`config.mk`:
```
export PLATFORM = sky130hd
export DESIGN_NAME = layer_mixer_flat
export DESIGN_NICKNAME = d
export VERILOG_FILES = /design/src/rtl/layer_mixer_pkg.sv /design/src/rtl/layer_mixer_if.sv /design/src/rtl/layer_mixer_prio_sel.sv /design/src/rtl/layer_mixer.sv /design/src/flat_wrapper.sv
export SDC_FILE = /design/constraint.sdc
export NUM_CORES = 1
export LEC_CHECK = 0
export ABC_CLOCK_PERIOD_IN_PS = 2300
export BUFFER_PORTS_ARGS = -buffer_cell sky130_fd_sc_hd__clkbuf_2
export CAP_MARGIN = 40
export CORE_MARGIN = 5
export CORE_UTILIZATION = 52
export CTS_CLUSTER_SIZE = 8
export DETAILED_ROUTE_END_ITERATION = 8
export PLACE_DENSITY_LB_ADDON = 0.05
export SLEW_MARGIN = 20
export SYNTH_ARGS = -nofsm -noshare
export SYNTH_HDL_FRONTEND = slang
export SYNTH_SLANG_ARGS = --single-unit
```
`constraint.sdc`:
```
create_clock -name clk -period 2.3 [get_ports clk]
set_input_delay 0.23 -clock clk [delete_from_list [all_inputs] [get_ports clk]]
set_output_delay 0.23 -clock clk [all_outputs]
set_load 0.05 [all_outputs]
```
`src/rtl/layer_mixer_pkg.sv`:
```
// Shared layer codes, priority modes and palette-address field layout for the layer mixer.
package layer_mixer_pkg;

  typedef enum logic [1:0] {
    LAYER_FX  = 2'b00,
    LAYER_VA  = 2'b01,
    LAYER_VB  = 2'b10,
    LAYER_OBJ = 2'b11
  } layer_t;

  typedef enum logic [1:0] {
    PRI_MODE_0 = 2'd0,
    PRI_MODE_1 = 2'd1,
    PRI_MODE_2 = 2'd2,
    PRI_MODE_3 = 2'd3
  } pri_mode_t;

  localparam int CD_W          = 11;
  localparam int CD_SHADOW_BIT = 10;
  localparam int CD_LAYER_LSB  = 8;

  function automatic logic [CD_W-1:0] make_cd(input logic shadow, input layer_t layer,
                                              input logic [7:0] colour);
    logic [CD_W-1:0] cd;
    cd                                 = '0;
    cd[CD_SHADOW_BIT]                  = shadow;
    cd[CD_LAYER_LSB+1:CD_LAYER_LSB]    = layer;
    cd[7:0]                            = colour;
    return cd;
  endfunction

endpackage

```
`src/rtl/layer_mixer_if.sv`:
```
// Pixel-stream bundle between the tile/sprite sections and the mixer, plus the palette output.
interface layer_mixer_if;
  import layer_mixer_pkg::*;

  logic [11:0]     VA;
  logic [11:0]     VB;
  logic [7:0]      FX;
  logic            NVA;
  logic            NVB;
  logic            NFX;
  logic [7:0]      OB;
  logic            NOBJ;
  logic            OBJ_PRI;
  logic            SHADOW;
  logic            NCBLK;
  logic [CD_W-1:0] CD;
  logic            BLANK_OUT;

  modport master (
    output VA, VB, FX, NVA, NVB, NFX, OB, NOBJ, OBJ_PRI, SHADOW, NCBLK,
    input  CD, BLANK_OUT
  );

  modport slave (
    input  VA, VB, FX, NVA, NVB, NFX, OB, NOBJ, OBJ_PRI, SHADOW, NCBLK,
    output CD, BLANK_OUT
  );
endinterface

```
`src/rtl/layer_mixer_prio_sel.sv`:
```
// Combinational winner selection: first opaque layer in the order given by the priority mode.
module layer_prio_sel
  import layer_mixer_pkg::*;
(
  input  pri_mode_t mode,
  input  logic      nfx,
  input  logic      nva,
  input  logic      nvb,
  input  logic      nobj,
  input  logic      obj_pri,
  output layer_t    winner,
  output logic      all_transparent
);

  always_comb begin
    winner          = LAYER_VB;
    all_transparent = 1'b0;
    unique case (mode)
      // Modes 0/1: high-priority OBJ sits above the first tile layer, low-priority OBJ below it.
      PRI_MODE_0: begin
        if (!nfx)                 winner = LAYER_FX;
        else if (!nobj && obj_pri) winner = LAYER_OBJ;
        else if (!nva)            winner = LAYER_VA;
        else if (!nobj)           winner = LAYER_OBJ;
        else if (!nvb)            winner = LAYER_VB;
        else                      all_transparent = 1'b1;
      end
      PRI_MODE_1: begin
        if (!nfx)                 winner = LAYER_FX;
        else if (!nobj && obj_pri) winner = LAYER_OBJ;
        else if (!nvb)            winner = LAYER_VB;
        else if (!nobj)           winner = LAYER_OBJ;
        else if (!nva)            winner = LAYER_VA;
        else                      all_transparent = 1'b1;
      end
      PRI_MODE_2: begin
        if (!nobj)                winner = LAYER_OBJ;
        else if (!nfx)            winner = LAYER_FX;
        else if (!nva)            winner = LAYER_VA;
        else if (!nvb)            winner = LAYER_VB;
        else                      all_transparent = 1'b1;
      end
      default: begin
        if (!nfx)                 winner = LAYER_FX;
        else if (!nva)            winner = LAYER_VA;
        else if (!nvb)            winner = LAYER_VB;
        else if (!nobj)           winner = LAYER_OBJ;
        else                      all_transparent = 1'b1;
      end
    endcase
  end

endmodule

```
`src/rtl/layer_mixer.sv`:
```
// Pixel-rate priority mixer: input register, winner resolve, optional output delay line.
module layer_mixer
  import layer_mixer_pkg::*;
#(
  parameter logic [7:0] BACKDROP   = 8'h00,
  parameter int         PIPE_EXTRA = 0
) (
  input  logic        clk,
  input  logic        nRES,
  input  logic        ce_pix,
  input  logic        pri_wr,
  input  logic [1:0]  pri_din,
  output logic [1:0]  PRI_MODE,
  layer_mixer_if.slave pix
);

  pri_mode_t pri_mode_reg;

  logic [7:0] va_reg, vb_reg, fx_reg, ob_reg;
  logic       nva_reg, nvb_reg, nfx_reg, nobj_reg, obj_pri_reg, shadow_reg, ncblk_reg;
  pri_mode_t  mode_reg;

  logic [CD_W-1:0] cd_pipe_reg    [0:PIPE_EXTRA];
  logic            blank_pipe_reg [0:PIPE_EXTRA];

  layer_t          winner;
  logic            all_transparent;
  logic [7:0]      colour_next;
  logic [CD_W-1:0] cd_next;
  logic            blank_next;

  // Upper pixel bits carry attribute data the palette address does not use.
  logic unused_hi;
  assign unused_hi = ^{pix.VA[11:8], pix.VB[11:8]};

  always_ff @(posedge clk or negedge nRES) begin
    if (!nRES) pri_mode_reg <= PRI_MODE_0;
    else if (pri_wr) pri_mode_reg <= pri_mode_t'(pri_din);
  end

  assign PRI_MODE = pri_mode_reg;

  always_ff @(posedge clk or negedge nRES) begin
    if (!nRES) begin
      va_reg      <= '0;
      vb_reg      <= '0;
      fx_reg      <= '0;
      ob_reg      <= '0;
      nva_reg     <= 1'b0;
      nvb_reg     <= 1'b0;
      nfx_reg     <= 1'b0;
      nobj_reg    <= 1'b0;
      obj_pri_reg <= 1'b0;
      shadow_reg  <= 1'b0;
      ncblk_reg   <= 1'b0;
      mode_reg    <= PRI_MODE_0;
    end else if (ce_pix) begin
      va_reg      <= pix.VA[7:0];
      vb_reg      <= pix.VB[7:0];
      fx_reg      <= pix.FX;
      ob_reg      <= pix.OB;
      nva_reg     <= pix.NVA;
      nvb_reg     <= pix.NVB;
      nfx_reg     <= pix.NFX;
      nobj_reg    <= pix.NOBJ;
      obj_pri_reg <= pix.OBJ_PRI;
      shadow_reg  <= pix.SHADOW;
      ncblk_reg   <= pix.NCBLK;
      mode_reg    <= pri_mode_reg;
    end
  end

  layer_prio_sel u_prio_sel (
    .mode            (mode_reg),
    .nfx             (nfx_reg),
    .nva             (nva_reg),
    .nvb             (nvb_reg),
    .nobj            (nobj_reg),
    .obj_pri         (obj_pri_reg),
    .winner          (winner),
    .all_transparent (all_transparent)
  );

  always_comb begin
    colour_next = BACKDROP;
    if (!all_transparent) begin
      unique case (winner)
        LAYER_FX:  colour_next = fx_reg;
        LAYER_VA:  colour_next = va_reg;
        LAYER_VB:  colour_next = vb_reg;
        default:   colour_next = ob_reg;
      endcase
    end
    // Backdrop keeps the VB layer code because winner defaults to LAYER_VB.
    cd_next    = make_cd(shadow_reg & ~nobj_reg & (winner != LAYER_OBJ), winner, colour_next);
    blank_next = 1'b0;
    if (!ncblk_reg) begin
      cd_next    = '0;
      blank_next = 1'b1;
    end
  end

  always_ff @(posedge clk or negedge nRES) begin
    if (!nRES) begin
      for (int i = 0; i <= PIPE_EXTRA; i++) begin
        cd_pipe_reg[i]    <= '0;
        blank_pipe_reg[i] <= 1'b1;
      end
    end else if (ce_pix) begin
      cd_pipe_reg[0]    <= cd_next;
      blank_pipe_reg[0] <= blank_next;
      for (int i = 1; i <= PIPE_EXTRA; i++) begin
        cd_pipe_reg[i]    <= cd_pipe_reg[i-1];
        blank_pipe_reg[i] <= blank_pipe_reg[i-1];
      end
    end
  end

  assign pix.CD        = cd_pipe_reg[PIPE_EXTRA];
  assign pix.BLANK_OUT = blank_pipe_reg[PIPE_EXTRA];

endmodule

```
`src/flat_wrapper.sv`:
```
// flat-port wrapper written by rule: the top's interface ports become plain ports
module layer_mixer_flat import layer_mixer_pkg::*;
#(
  parameter logic [7:0] BACKDROP   = 8'h00,
  parameter int         PIPE_EXTRA = 0
)
  (clk, nRES, ce_pix, pri_wr, pri_din, PRI_MODE, pix_VA, pix_VB, pix_FX, pix_NVA, pix_NVB, pix_NFX, pix_OB, pix_NOBJ, pix_OBJ_PRI, pix_SHADOW, pix_NCBLK, pix_CD, pix_BLANK_OUT);
  layer_mixer_if pix_i ();
  input  logic clk;
  input  logic nRES;
  input  logic ce_pix;
  input  logic pri_wr;
  input  logic [1:0] pri_din;
  output logic [1:0] PRI_MODE;
  input wire logic [$bits(pix_i.VA)-1:0] pix_VA;
  input wire logic [$bits(pix_i.VB)-1:0] pix_VB;
  input wire logic [$bits(pix_i.FX)-1:0] pix_FX;
  input wire logic [$bits(pix_i.NVA)-1:0] pix_NVA;
  input wire logic [$bits(pix_i.NVB)-1:0] pix_NVB;
  input wire logic [$bits(pix_i.NFX)-1:0] pix_NFX;
  input wire logic [$bits(pix_i.OB)-1:0] pix_OB;
  input wire logic [$bits(pix_i.NOBJ)-1:0] pix_NOBJ;
  input wire logic [$bits(pix_i.OBJ_PRI)-1:0] pix_OBJ_PRI;
  input wire logic [$bits(pix_i.SHADOW)-1:0] pix_SHADOW;
  input wire logic [$bits(pix_i.NCBLK)-1:0] pix_NCBLK;
  output wire logic [$bits(pix_i.CD)-1:0] pix_CD;
  output wire logic [$bits(pix_i.BLANK_OUT)-1:0] pix_BLANK_OUT;
  assign pix_i.VA = pix_VA;
  assign pix_i.VB = pix_VB;
  assign pix_i.FX = pix_FX;
  assign pix_i.NVA = pix_NVA;
  assign pix_i.NVB = pix_NVB;
  assign pix_i.NFX = pix_NFX;
  assign pix_i.OB = pix_OB;
  assign pix_i.NOBJ = pix_NOBJ;
  assign pix_i.OBJ_PRI = pix_OBJ_PRI;
  assign pix_i.SHADOW = pix_SHADOW;
  assign pix_i.NCBLK = pix_NCBLK;
  assign pix_CD = pix_i.CD;
  assign pix_BLANK_OUT = pix_i.BLANK_OUT;
  layer_mixer #(.BACKDROP(BACKDROP), .PIPE_EXTRA(PIPE_EXTRA)) u_core (.clk(clk), .nRES(nRES), .ce_pix(ce_pix), .pri_wr(pri_wr), .pri_din(pri_din), .PRI_MODE(PRI_MODE), .pix(pix_i));
endmodule
```
* Word-level counts from Yosys, hierarchy flattened
Index checks and enable logic that the tools add are counted.
** Operators by class
- $lt $le $gt $ge :: 0
- Bitwise gates (word level) :: 3
- Shift operators :: 0
- $mul :: 0
- Add/sub/neg operators :: 0
- Eq/ne operators :: 5
- Reduce and logical (&&, ||, !) cells :: 4
- Multiplexer cells :: 37
- Divide/modulo/power cells :: 0
** Operators with widths (count)
- $mux W2 :: 13
- $pmux W8 S3 :: 1
- $mux W1 :: 19
- $mux W11 :: 1
- $mux W8 :: 1
- $pmux W2 S3 :: 1
- $eq A2 B1 Y1 const B :: 2
- $eq A2 B2 Y1 const B :: 2
- $logic_not A2 Y1 :: 2
- $pmux W1 S3 :: 1
- $and A1 B1 Y1 :: 2
- $ne A2 B2 Y1 const B :: 1
- $logic_and A1 B1 Y1 :: 1
- $logic_not A1 Y1 :: 1
- $not A1 Y1 :: 1
** Storage, ports and cells
- Bits in latches :: 0
- Memory bits (writable) :: 0
- Flip-flop bits (word level) :: 55
- Bits in read-only memories :: 0
- Logic and storage cells :: 64
- Bits of input ports :: 53
- Output and inout port bits :: 14
- Memories kept :: 0

* Logic depth before layout (Yosys ltp)
Gate-level depths: netlist of run 1.
- Depth after elaboration :: 10
- Depth in mapped cells :: 7
- Mapped depth without buffers :: 5

* Hierarchy
Synthesis of run 1 repeated with hierarchy kept, for this count alone.
** Unflattened totals
- Cell total of the unflattened synthesis :: 150
- Area, all modules :: 2311.0 um^2
** By module, submodules not included
- layer_mixer :: area each 2230.9 um^2, cells each 135, seq. area each 1377.6 um^2, times used 1
- layer_prio_sel :: area each 80.1 um^2, cells each 15, seq. area each 0.0 um^2, times used 1

* Worst setup path before layout of run 1
OpenSTA, ideal clock, no wires.
- Path kind :: reg-to-reg
- Start point :: register u_core.nobj_reg
- End point :: register u_core.cd_pipe_reg (netlist bit u_core.pix.CD[7])
- Setup slack :: 0.704 ns
- Clock period less this slack :: 1.596 ns
- Stages on the path, launching flop included :: 8
- Data required time :: 2.206 ns
- Arrival :: 1.503 ns
- Buffers on the path :: 2
- Cell sequence :: dfrtp_1 nor3b_2 a21oi_2 and2_4 buf_6 and2_4 buf_6 a221oi_2
** Between the ends
- Cells in the longest elaborated chain, start to end :: 9
** Ends and longest elaborated chain
- start, declared :: line layer_mixer.sv:20 : logic nva_reg, nvb_reg, nfx_reg, nobj_reg, obj_pri_reg, shadow_reg, ncblk_reg;
- start signal, assigned :: line layer_mixer.sv:65 : nobj_reg <= pix.NOBJ;
- $mux W1, or another cell as far along :: line layer_mixer_prio_sel.sv:24 : else if (!nobj) winner = LAYER_OBJ;
- $mux W2, or another cell as far along :: line layer_mixer_prio_sel.sv:46 : else if (!nvb) winner = LAYER_VB;
- $mux W2, on equally long branches :: line layer_mixer_prio_sel.sv:45, layer_mixer_prio_sel.sv:22, layer_mixer_prio_sel.sv:30
- $mux W2, on equally long branches :: line layer_mixer_prio_sel.sv:44, layer_mixer_prio_sel.sv:21, layer_mixer_prio_sel.sv:29
- $pmux W2 S3 :: line layer_mixer_prio_sel.sv:18 : unique case (mode)
- $eq A2 B2 Y1, or another cell as far along :: line layer_mixer.sv:87 : unique case (winner)
- $pmux W8 S3 :: line layer_mixer.sv:87
- $mux W8 (*) :: line layer_mixer.sv:86 : if (!all_transparent) begin
- $mux W11 (*) :: line layer_mixer.sv:97 : if (!ncblk_reg) begin
- end signal, assigned by index :: line layer_mixer.sv:113 : cd_pipe_reg[i] <= cd_pipe_reg[i-1];
- end, declared :: line layer_mixer.sv:23 : logic [CD_W-1:0] cd_pipe_reg [0:PIPE_EXTRA];
Every way passes the cells marked *; elsewhere a longest branch is shown, timed or not.
A chain may end at the register's enable or synchronous reset.

* Worst setup path in the final report of run 1
- Start point :: register u_core.mode_reg[1]
- End point :: register u_core.cd_pipe_reg (netlist bit u_core.pix.CD[1])
** Between the ends
- Cells in the longest elaborated chain, start to end :: 6
** Ends and longest elaborated chain
- start, declared :: line layer_mixer.sv:21 : pri_mode_t mode_reg;
- start signal, assigned :: line layer_mixer.sv:69 : mode_reg <= pri_mode_reg;
- $eq A2 B2 Y1, or another cell as far along :: line layer_mixer_prio_sel.sv:18
- $pmux W2 S3 :: line layer_mixer_prio_sel.sv:18
- $eq A2 B2 Y1, or another cell as far along :: line layer_mixer.sv:87
- $pmux W8 S3 :: line layer_mixer.sv:87
- $mux W8 (*) :: line layer_mixer.sv:86
- $mux W11 (*) :: line layer_mixer.sv:97
Marks and branches as above.

==> impl_metrics.py, run 1 <==
metrics = {
    "clock_network": {
        "cts.htree.levels": 2,
        "hold_buffers": 1,
        "worstSkewPairLatency_ns": 0.30,
        "cts_resized": 0,
        "cts_tree": "yes",
        "path_clk_slew_ns": 0.09,
        "postCtsSetupRepairBufs": 0,
        "cts.sinks": 55,
        "cts_root_buf": "clkbuf_8",
        "cts.path.max_buffers": 2,
        "numCtsBuffers": 5,
    },
    "route": {
        "wirelength_mm": 5.37,
        "ant_nets": 0,
        "drt-pass1-iter-count": 4,
        "drcViolationCount": 0,
        "num_vias": 1698,
        "viasPerCell": 5.46,
        "dr.first_iter.drc_count": 74,
        "wire_per_inst_um": 17.3,
    },
    "setup_path": {
        "critPathMaxFanout": 10,
        "worstPathRequired_ns": 2.51,
        "crit_family": "compound AO/OA/AOI/OAI gates",
        "critical_path_buf_inv_count": 0,
        "crit_path_top_delay_cell": "dfrtp_1",
        "start_kind": "register",
        "critPathMaxStageDelay_ns": 0.43,
        "arrival_ns": 2.16,
        "critPathCaptureType": "register",
        "worstSetupPathType": "register to register",
        "rr_worst_depth": 5,
        "crit_chain": "nor3b_2 -> a21oi_2 -> nand2_1 -> a21bo_1 -> a221oi_2",
        "critical_path_depth": 5,
    },
    "power_and_ir_drop": {
        "cellLeakagePower_nw": 1.34,
        "powerDensity_mw_per_mm2": 848,
        "peakVddDrop_mv": 0.339,
    },
    "floorplan": {
        "die_x_um": 80.0,
        "dieArea_mm2": 0.00640,
        "initial_core_util": 0.536,
        "rows": 25,
        "io_pins": 67,
        "die_h_um": 80.0,
        "core-area_mm2": 0.00475,
    },
    "logic_synthesis": {
        "synthMuxAreaShare": 0.198,
        "async_flop_share": 1.00,
        "synth_area_per_cell_um2": 14.0,
        "synth_common_cells": "dfrtp_1 (54), mux2_2 (44), nor2b_1 (10), a21oi_1 (9)",
        "synth_largest_area_cell": "dfrtp_1",
        "ys_seq_area_frac": 0.541,
        "synth_edf_count": 0,
        "synth_top_area_share": 0.530,
        "ys_types": 30,
        "synth_compound_area_frac": 0.170,
        "synthSimpleGateAreaFrac": 0.0599,
        "netlist_area_mm2": 0.00255,
        "synth_xor_area_frac": 0,
        "synthAdderAreaFrac": 0,
        "dominantRegCellSynth": "dfrtp_1",
        "synth.top_cells.by_area": "dfrtp_1 (53%), mux2_2 (19%), a2111oi_2 (4.7%)",
        "yosysWarnings": 0,
        "ys_ff_latch": 55,
        "syn_inst": 182,
        "synth_top_family_by_area": "multiplexers",
        "syn_nets": 235,
        "yosysMostFrequentCell": "dfrtp_1",
    },
    "timing": {
        "fin_setup_tns_ns": 0,
        "period_share": 0.846,
        "final.setup_skew_ns": 0.00249,
        "tightestPinTransition_ns": 0.689,
        "slew-limit-headroom": 0.541,
        "final-setup-viol-count": 0,
        "fin_crit_ns": 1.95,
        "hold_violations": 0,
        "fmax_ghz": 0.514,
        "drv_slew": 0,
        "worst_slack_ns": 0.354,
        "rsz0062_at_grt": "no",
    },
    "cells_and_area": {
        "drive_gt1_frac": 0.566,
        "nets": 296,
        "area_growth_pct": 18.8,
        "largest_register_ffs": 11,
        "design_area_mm2": 0.00303,
        "num_antenna_cells": 0,
        "utilization": 0.637,
    },
    "global_routing": {
        "grt-ovfl-total": 0,
        "grt.total_usage": 0.184,
        "grt_start_max_net_pins": 55,
        "grt_pass1_wl_mm": 9.04,
        "antenna_found_initial": 0,
        "first_global_vias": 1852,
    },
    "placed_design": {
        "dp_hpwl_mm": 3.87,
        "placed_cell_area_mm2": 0.00290,
        "port_buffers": 58,
        "post-place-ws_ns": 0.407,
        "gp_congestion": 0.722,
    },
    "worst_hold_path": {
        "hold-path-cell-count": 2,
        "hold_path_class": "input port to register",
    },
    "flow_run": {
        "drv_cap": 0,
    },
    "outcome": {
        "status": "finished clean",
    },
}
==> worst register-to-register path, cell delays in order, from the launching register on <==
cell and delay [ns]:
dfrtp_1 0.43, nor3b_2 0.19, a21oi_2 0.38, nand2_1 0.13, a21bo_1 0.38, a221oi_2 0.34
==> per-layer routing <==
layer	share of wire	GRT usage
met4	0.0095	0.0405
met1	0.44	0.236
met3	0.050	0.0485
met2	0.50	0.313
met5	0	0
==> final cells by class <==
type / instances / area, µm²
clock buffers: 6 / 82.6
clock inverters: 2 / 35.0
fillers: 416 / 1730
inverters: 2 / 7.51
multi-input cells: 115 / 1090
flip-flops and latches: 55 / 1380
well taps: 67 / 83.8
repair buffers: 64 / 350
==> kinds of logic after synthesis <==
group                  count (synthesis)
DFF                                   55
muxes                                 45
AOI/OAI and AO/OA                     43
and+or+nand+nor                       27
buffers and inverters                 12
==> where the power goes <==
part / switching (mW) / leakage (nW) / internal [mW]
sequential: 0.0858 / 0.658 / 1.09
combinational: 0.447 / 0.624 / 0.284
clock: 0.306 / 0.0612 / 0.353
==> stage by stage <==
step	hold slack [ns]	instances	power, mW
detailed placement	0.305	302	1.93
global placement	0.277	302	1.91
floorplan	-0.0656	182	1.74
finish	0.148	311	2.57
global route	0.128	311	2.70
CTS	0.142	311	2.59
==> path summary, 6_finish.rpt <==
check	slack, ns	startpoint	end
worst min-delay path	0.15	pix_NFX	u_core.nfx_reg
max in group asynchronous	1.21	nRES	u_core.pix.CD[5]
worst max register to register	0.35	u_core.mode_reg[1]	u_core.pix.CD[1]
worst max-delay path	0.35	u_core.mode_reg[1]	u_core.pix.CD[1]
worst min register to register	0.48	u_core.pix.BLANK_OUT	u_core.pix.BLANK_OUT
min in group asynchronous	0.49	nRES	u_core.nfx_reg
==> cell usage in the layout (no fill, tap or decap), types with 2 or more instances in the layout <==
cell type | synthesis | routed
clkbuf_8 | 0 | 6
a21boi_0 | 8 | 8
nand2_1 | 4 | 4
a2111oi_2 | 8 | 8
dfrtp_1 | 54 | 54
a21oi_1 | 9 | 9
nor2b_1 | 10 | 10
inv_1 | 2 | 2
a221oi_2 | 8 | 8
mux2_2 | 44 | 44
nor2_1 | 8 | 8
clkbuf_2 | 0 | 58
buf_4 | 2 | 4
and2_4 | 2 | 2
(Power assumes the default switching activity.)
==> run 2, diff against run 1 <==
--- a/config.mk
+++ b/config.mk
@@ -5,11 +5,11 @@
 export SDC_FILE = /design/constraint.sdc
 export NUM_CORES = 1
 export LEC_CHECK = 0
-export ABC_CLOCK_PERIOD_IN_PS = 2300
+export ABC_CLOCK_PERIOD_IN_PS = 1600
 export BUFFER_PORTS_ARGS = -buffer_cell sky130_fd_sc_hd__clkbuf_2
 export CAP_MARGIN = 40
 export CORE_MARGIN = 5
-export CORE_UTILIZATION = 52
+export CORE_UTILIZATION = 47
 export CTS_CLUSTER_SIZE = 8
 export DETAILED_ROUTE_END_ITERATION = 8
 export PLACE_DENSITY_LB_ADDON = 0.05
==> constraint.sdc (replaced) <==
create_clock -name clk -period 1.6 [get_ports clk]
set_input_delay 0.16 -clock clk [delete_from_list [all_inputs] [get_ports clk]]
set_output_delay 0.16 -clock clk [all_outputs]
set_load 0.05 [all_outputs]
==> impl_metrics.py, run 2 (same netlist as run 1, synthesis figures left out) <==
metrics = {
    "route": {
        "num_vias": 1738,
        "dr.first_iter.drc_count": 32,
        "drt-pass1-iter-count": 4,
        "ant_nets": 0,
        "wirelength_mm": 5.68,
        "wire_per_inst_um": 17.1,
        "drcViolationCount": 0,
        "viasPerCell": 5.23,
    },
    "placed_design": {
        "dp_hpwl_mm": 4.21,
        "post-place-ws_ns": -0.169,
        "gp_congestion": 0.826,
        "port_buffers": 58,
        "post-place-cells": 318,
    },
    "cells_and_area": {
        "nets": 314,
        "drive_gt1_frac": 0.634,
        "largest_register_ffs": 11,
        "multi_input_area_mm2": 0.00125,
        "seq_area_mm2": 0.00138,
        "layout.cells.most_common": "clkbuf_2",
        "area_growth_pct": 30.8,
        "num_antenna_cells": 0,
        "final_cell_mix": "clkbuf_2 (58), dfrtp_1 (50), mux2_2 (43)",
        "fin_cells": 332,
        "fillers": 401,
    },
    "setup_path": {
        "critPathMaxFanout": 8,
        "cp-endpoint": "u_core.pix.CD[1]",
        "regToRegSetupSlack_ns": -0.06,
        "rr_worst_depth": 7,
        "worstPathRequired_ns": 1.79,
        "worstSetupPathType": "register to register",
        "arrival_ns": 1.85,
        "critPathLaunch": "u_core.mode_reg[1]",
        "critPathCaptureType": "register",
        "start_kind": "register",
        "rr_startpoint": "u_core.mode_reg[1]",
        "r2r_end": "u_core.pix.CD[1]",
    },
    "global_routing": {
        "antenna_found_initial": 0,
        "grt_pass1_wl_mm": 9.66,
        "grt.total_usage": 0.171,
        "grt-ovfl-total": 0,
        "grt_start_max_net_pins": 33,
        "first_global_vias": 1974,
    },
    "floorplan": {
        "die_x_um": 83.6,
        "dieArea_mm2": 0.00700,
        "core-area_mm2": 0.00517,
        "rows": 26,
        "initial_core_util": 0.493,
        "io_pins": 67,
        "die_h_um": 83.6,
    },
    "flow_run": {
        "drv_cap": 0,
    },
    "timing": {
        "rsz0062_at_grt": "yes",
        "worst_slack_ns": -0.0582,
        "fin_crit_ns": 1.66,
        "drv_slew": 0,
        "period_share": 1.04,
        "final-setup-viol-count": 9,
        "final.setup_skew_ns": 0.00463,
        "hold_violations": 0,
        "fmax_ghz": 0.603,
        "tightestPinTransition_ns": 0.378,
        "slew-limit-headroom": 0.748,
    },
    "clock_network": {
        "cts_root_buf": "clkbuf_8",
        "cts.htree.levels": 2,
        "cts_tree": "yes",
        "numCtsBuffers": 5,
        "cts.sinks": 55,
        "cts.path.max_buffers": 2,
        "path_clk_slew_ns": 0.10,
        "worstSkewPairLatency_ns": 0.31,
    },
    "worst_hold_path": {
        "hp-start": "pix_OB[4]",
        "hold_path_class": "input port to register",
    },
    "outcome": {
        "status": "finished with violations",
        "violations": "setup timing",
    },
    "power_and_ir_drop": {
        "peakVddDrop_mv": 0.632,
        "p_total_mw": 3.93,
        "cellLeakagePower_nw": 1.45,
        "powerDensity_mw_per_mm2": 1180,
    },
}
==> run 2: cell count changes in the layout (fill, tap and decap cells not counted), moves of 4 or more <==
cell / delta
buf_6: +4
dfrtp_1: -4
a21boi_0: -8
buf_4: +13
a2111oi_4: +8
dfrtp_2: +4
a2111oi_2: -8
a21boi_1: +7
==> run 2: what timing repair did <==
action	CTS	global route
setup endpoints to repair	9	9
gates cloned	1	0
pin swaps	8	4
hold buffers	1	0
hold endpoints to repair	13	0
gates resized for setup	28	7
setup buffers	3	1
==> run 2: cell type report <==
| cell class | count | area share |
|---|---|---|
| flip-flops and latches | 55 | 0.415 |
| multi-input cells | 116 | 0.374 |
| repair buffers | 81 | 0.148 |
| well taps | 70 | 0.0263 |
| clock buffers | 5 | 0.0206 |
| clock inverters | 3 | 0.0139 |
| inverters | 2 | 0.00225 |
==> run 2: through the flow <==
stage	setup TNS [ns]	hold slack, ns	instance area [µm²]	utilization
final	-0.452	0.0703	3330	0.644
after global routing	-1.12	0.0638	3330	0.644
after CTS	-0.516	0.0637	3300	0.638
after detailed placement	-1.31	0.0943	3000	0.580
after global placement	-0.618	0.0854	3000	0.580
after floorplan	0	-0.136	2550	-
==> run 2: where the power goes <==
part	switching (mW)	leakage, nW	internal [mW]
clock	0.462	0.0548	0.472
combinational	0.730	0.741	0.563
sequential	0.132	0.654	1.57
total	1.32	1.45	2.61
==> run 2: layer usage <==
| layer | vias to the layer above | track usage | wire length (µm) |
|---|---|---|---|
| li1 | 832 | - | - |
| met1 | 858 | 0.211 | 2350 |
| met2 | 42 | 0.302 | 2970 |
| met3 | 6 | 0.0415 | 292 |
| met4 | 0 | 0.0365 | 65 |
| met5 | - | 0 | 0 |
==> run 2: worst max-delay path, cell delays in order, from the launching register on <==
cell	delay, ns
dfrtp_1	0.40
buf_4	0.16
nand3b_1	0.09
a31oi_1	0.10
a21oi_2	0.26
buf_6	0.18
and2_4	0.25
a221oi_2	0.08
==> run 2: worst min path at each step <==
| stage | endpoint | slack, ns | depth (start not counted) |
|---|---|---|---|
| floorplan | u_core.PRI_MODE[0] | -0.14 | 0 |
| global placement | u_core.mode_reg[1] | 0.09 | 1 |
| detailed placement | u_core.mode_reg[0] | 0.09 | 1 |
| CTS | u_core.ob_reg[4] | 0.06 | 2 |
| global route | u_core.fx_reg[5] | 0.06 | 2 |
| finish | u_core.ob_reg[4] | 0.07 | 2 |
==> run 3, diff against run 2 <==
--- a/config.mk
+++ b/config.mk
@@ -9,7 +9,7 @@
 export BUFFER_PORTS_ARGS = -buffer_cell sky130_fd_sc_hd__clkbuf_2
 export CAP_MARGIN = 40
 export CORE_MARGIN = 5
-export CORE_UTILIZATION = 47
+export CORE_UTILIZATION = 35
 export CTS_CLUSTER_SIZE = 8
 export DETAILED_ROUTE_END_ITERATION = 8
 export PLACE_DENSITY_LB_ADDON = 0.05
==> constraint.sdc (replaced) <==
create_clock -name clk -period 1.6 [get_ports clk]
set_input_delay 0.08 -clock clk [delete_from_list [all_inputs] [get_ports clk]]
set_output_delay 0.08 -clock clk [all_outputs]
set_load 0.05 [all_outputs]
==> impl_metrics.py, run 3 (same netlist as run 1, synthesis figures left out) <==
metrics = {
    "outcome": {
        "status": "finished with violations",
        "violations": "setup timing",
    },
    "route": {
        "ant_nets": 0,
        "wirelength_mm": 5.98,
        "drt-pass1-iter-count": 2,
        "dr.first_iter.drc_count": 35,
        "drcViolationCount": 0,
        "wire_per_inst_um": 15.9,
        "viasPerCell": 4.76,
        "num_vias": 1788,
    },
    "setup_path": {
        "critPathLaunch": "u_core.nvb_reg",
        "arrival_ns": 1.86,
        "cp-endpoint": "u_core.pix.CD[3]",
        "rr_startpoint": "u_core.nvb_reg",
        "worstPathRequired_ns": 1.81,
        "rr_worst_depth": 6,
        "crit_family": "compound AO/OA/AOI/OAI gates",
        "regToRegSetupSlack_ns": -0.05,
        "critPathMaxStageDelay_ns": 0.44,
        "crit_chain": "nand3b_1 -> a31oi_4 -> a21oi_4 -> a21bo_1 -> buf_12 -> a221oi_2",
        "critical_path_depth": 6,
        "start_kind": "register",
        "critPathCaptureType": "register",
        "critPathMaxFanout": 8,
        "critical_path_buf_inv_count": 1,
        "worstSetupPathType": "register to register",
        "crit_path_top_delay_cell": "dfrtp_2",
        "r2r_end": "u_core.pix.CD[3]",
    },
    "timing": {
        "final-setup-viol-count": 8,
        "worst_slack_ns": -0.0500,
        "drv_slew": 0,
        "tightestPinTransition_ns": 0.510,
        "slew-limit-headroom": 0.660,
        "fin_hold_ws_ns": 0.00630,
        "rsz0062_at_grt": "yes",
        "fmax_ghz": 0.606,
        "final.setup_skew_ns": 0.00942,
        "period_share": 1.03,
        "hold_violations": 0,
        "fin_crit_ns": 1.65,
    },
    "clock_network": {
        "cts_root_buf": "clkbuf_8",
        "worstSkewPairLatency_ns": 0.30,
        "path_clk_slew_ns": 0.10,
        "cts.path.max_buffers": 2,
        "cts_tree": "yes",
        "numCtsBuffers": 5,
        "cts.htree.levels": 2,
        "cts.sinks": 55,
    },
    "power_and_ir_drop": {
        "switching_share": 0.345,
        "sequentialPowerShare": 0.447,
        "peakVddDrop_mv": 0.492,
        "intPower_mw": 2.49,
        "p_clk_frac": 0.196,
        "netSwitchingPower_mw": 1.32,
        "cellLeakagePower_nw": 1.51,
        "p_total_mw": 3.81,
        "powerDensity_mw_per_mm2": 1080,
        "power_frac_comb": 0.357,
    },
    "cells_and_area": {
        "nets": 329,
        "multi_input_area_mm2": 0.00127,
        "final_cell_mix": "clkbuf_2 (58), dfrtp_1 (49), mux2_2 (44)",
        "drive_gt1_frac": 0.606,
        "num_antenna_cells": 0,
        "layout.cells.most_common": "clkbuf_2",
        "largest_register_ffs": 11,
        "seq_area_mm2": 0.00138,
        "fillers": 661,
        "area_growth_pct": 38.9,
    },
    "floorplan": {
        "rows": 31,
        "io_pins": 67,
        "die_h_um": 95.3,
        "die_x_um": 95.3,
        "core-area_mm2": 0.00718,
        "initial_core_util": 0.355,
        "dieArea_mm2": 0.00909,
    },
    "flow_run": {
        "drv_cap": 0,
    },
    "global_routing": {
        "antenna_found_initial": 0,
        "grt-ovfl-total": 0,
        "grt_start_max_net_pins": 55,
        "grt.total_usage": 0.138,
        "grt_pass1_wl_mm": 9.67,
        "first_global_vias": 1896,
    },
    "placed_design": {
        "dp_hpwl_mm": 3.99,
        "gp_congestion": 0.690,
        "port_buffers": 58,
    },
    "worst_hold_path": {
        "hold_path_class": "input port to register",
    },
}
==> run 3: layout make-up <==
| cell class | count | share of cell area |
|---|---|---|
| Tap cell | 99 | 0.0350 |
| Inverter | 2 | 0.00212 |
| Timing Repair Buffer | 96 | 0.189 |
| Sequential cell | 55 | 0.391 |
| Multi-Input combinational cell | 116 | 0.360 |
| Clock buffer | 7 | 0.0216 |
| Clock inverter | 1 | 0.00141 |
==> run 3: layer usage <==
metal	GRT usage	wire length [µm]	part of all wire	vias to the layer above
met5	0	0	0	-
met4	0.0325	48	0.0080	0
met3	0.0276	266	0.045	5
met2	0.215	2780	0.46	35
met1	0.198	2880	0.48	885
li1	-	-	-	863
==> run 3: what timing repair did <==
| action | in CTS | in global routing |
|---|---|---|
| hold buffers | 16 | 0 |
| endpoints found under the hold margin | 31 | 0 |
| resized for setup | 23 | 16 |
| pin swaps | 7 | 11 |
| cloned | 1 | 0 |
| setup endpoints to repair | 8 | 10 |
| setup buffers | 2 | 2 |
==> run 3: metrics by stage <==
step	util	std cells	setup slack, ns	TNS [ns]	cell area [µm²]
final	0.493	376	-0.0500	-0.272	3540
after global routing	0.493	376	-0.146	-1.08	3540
after CTS	0.484	374	-0.0607	-0.459	3470
after detailed placement	0.427	347	-0.0750	-0.456	3070
after global placement	0.427	347	-0.0575	-0.403	3070
after floorplan	-	182	0.00366	0	2550
==> run 3: worst min-delay path by stage <==
stage / startpoint / endpoint / slack [ns] / cells past startpoint
after floorplan: nRES / u_core.PRI_MODE[0] / -0.22 / 0
after global placement: nRES / u_core.nva_reg / 0.07 / 1
after detailed placement: nRES / u_core.nvb_reg / 0.08 / 1
after CTS: pix_FX[0] / u_core.fx_reg[0] / 0.0002 / 2
after global routing: pix_FX[0] / u_core.fx_reg[0] / 0.001 / 2
final: pix_FX[0] / u_core.fx_reg[0] / 0.006 / 2
==> run 3: power by group through the flow <==
stage	logic, mW	clock network [mW]	registers [mW]
global route	1.47	0.832	1.73
global placement	1.14	0	1.72
detailed placement	1.14	0	1.72
finish	1.36	0.746	1.70
CTS	1.33	0.785	1.70
floorplan	0.558	0	1.94
==> run 3: worst reg2reg max path, delay by kind of cell, from the launching register on <==
family / cells / cell delay, ns
simple gates: 1 / 0.21
buf+inv: 1 / 0.15
compound gates: 4 / 0.77
flops: 1 / 0.44
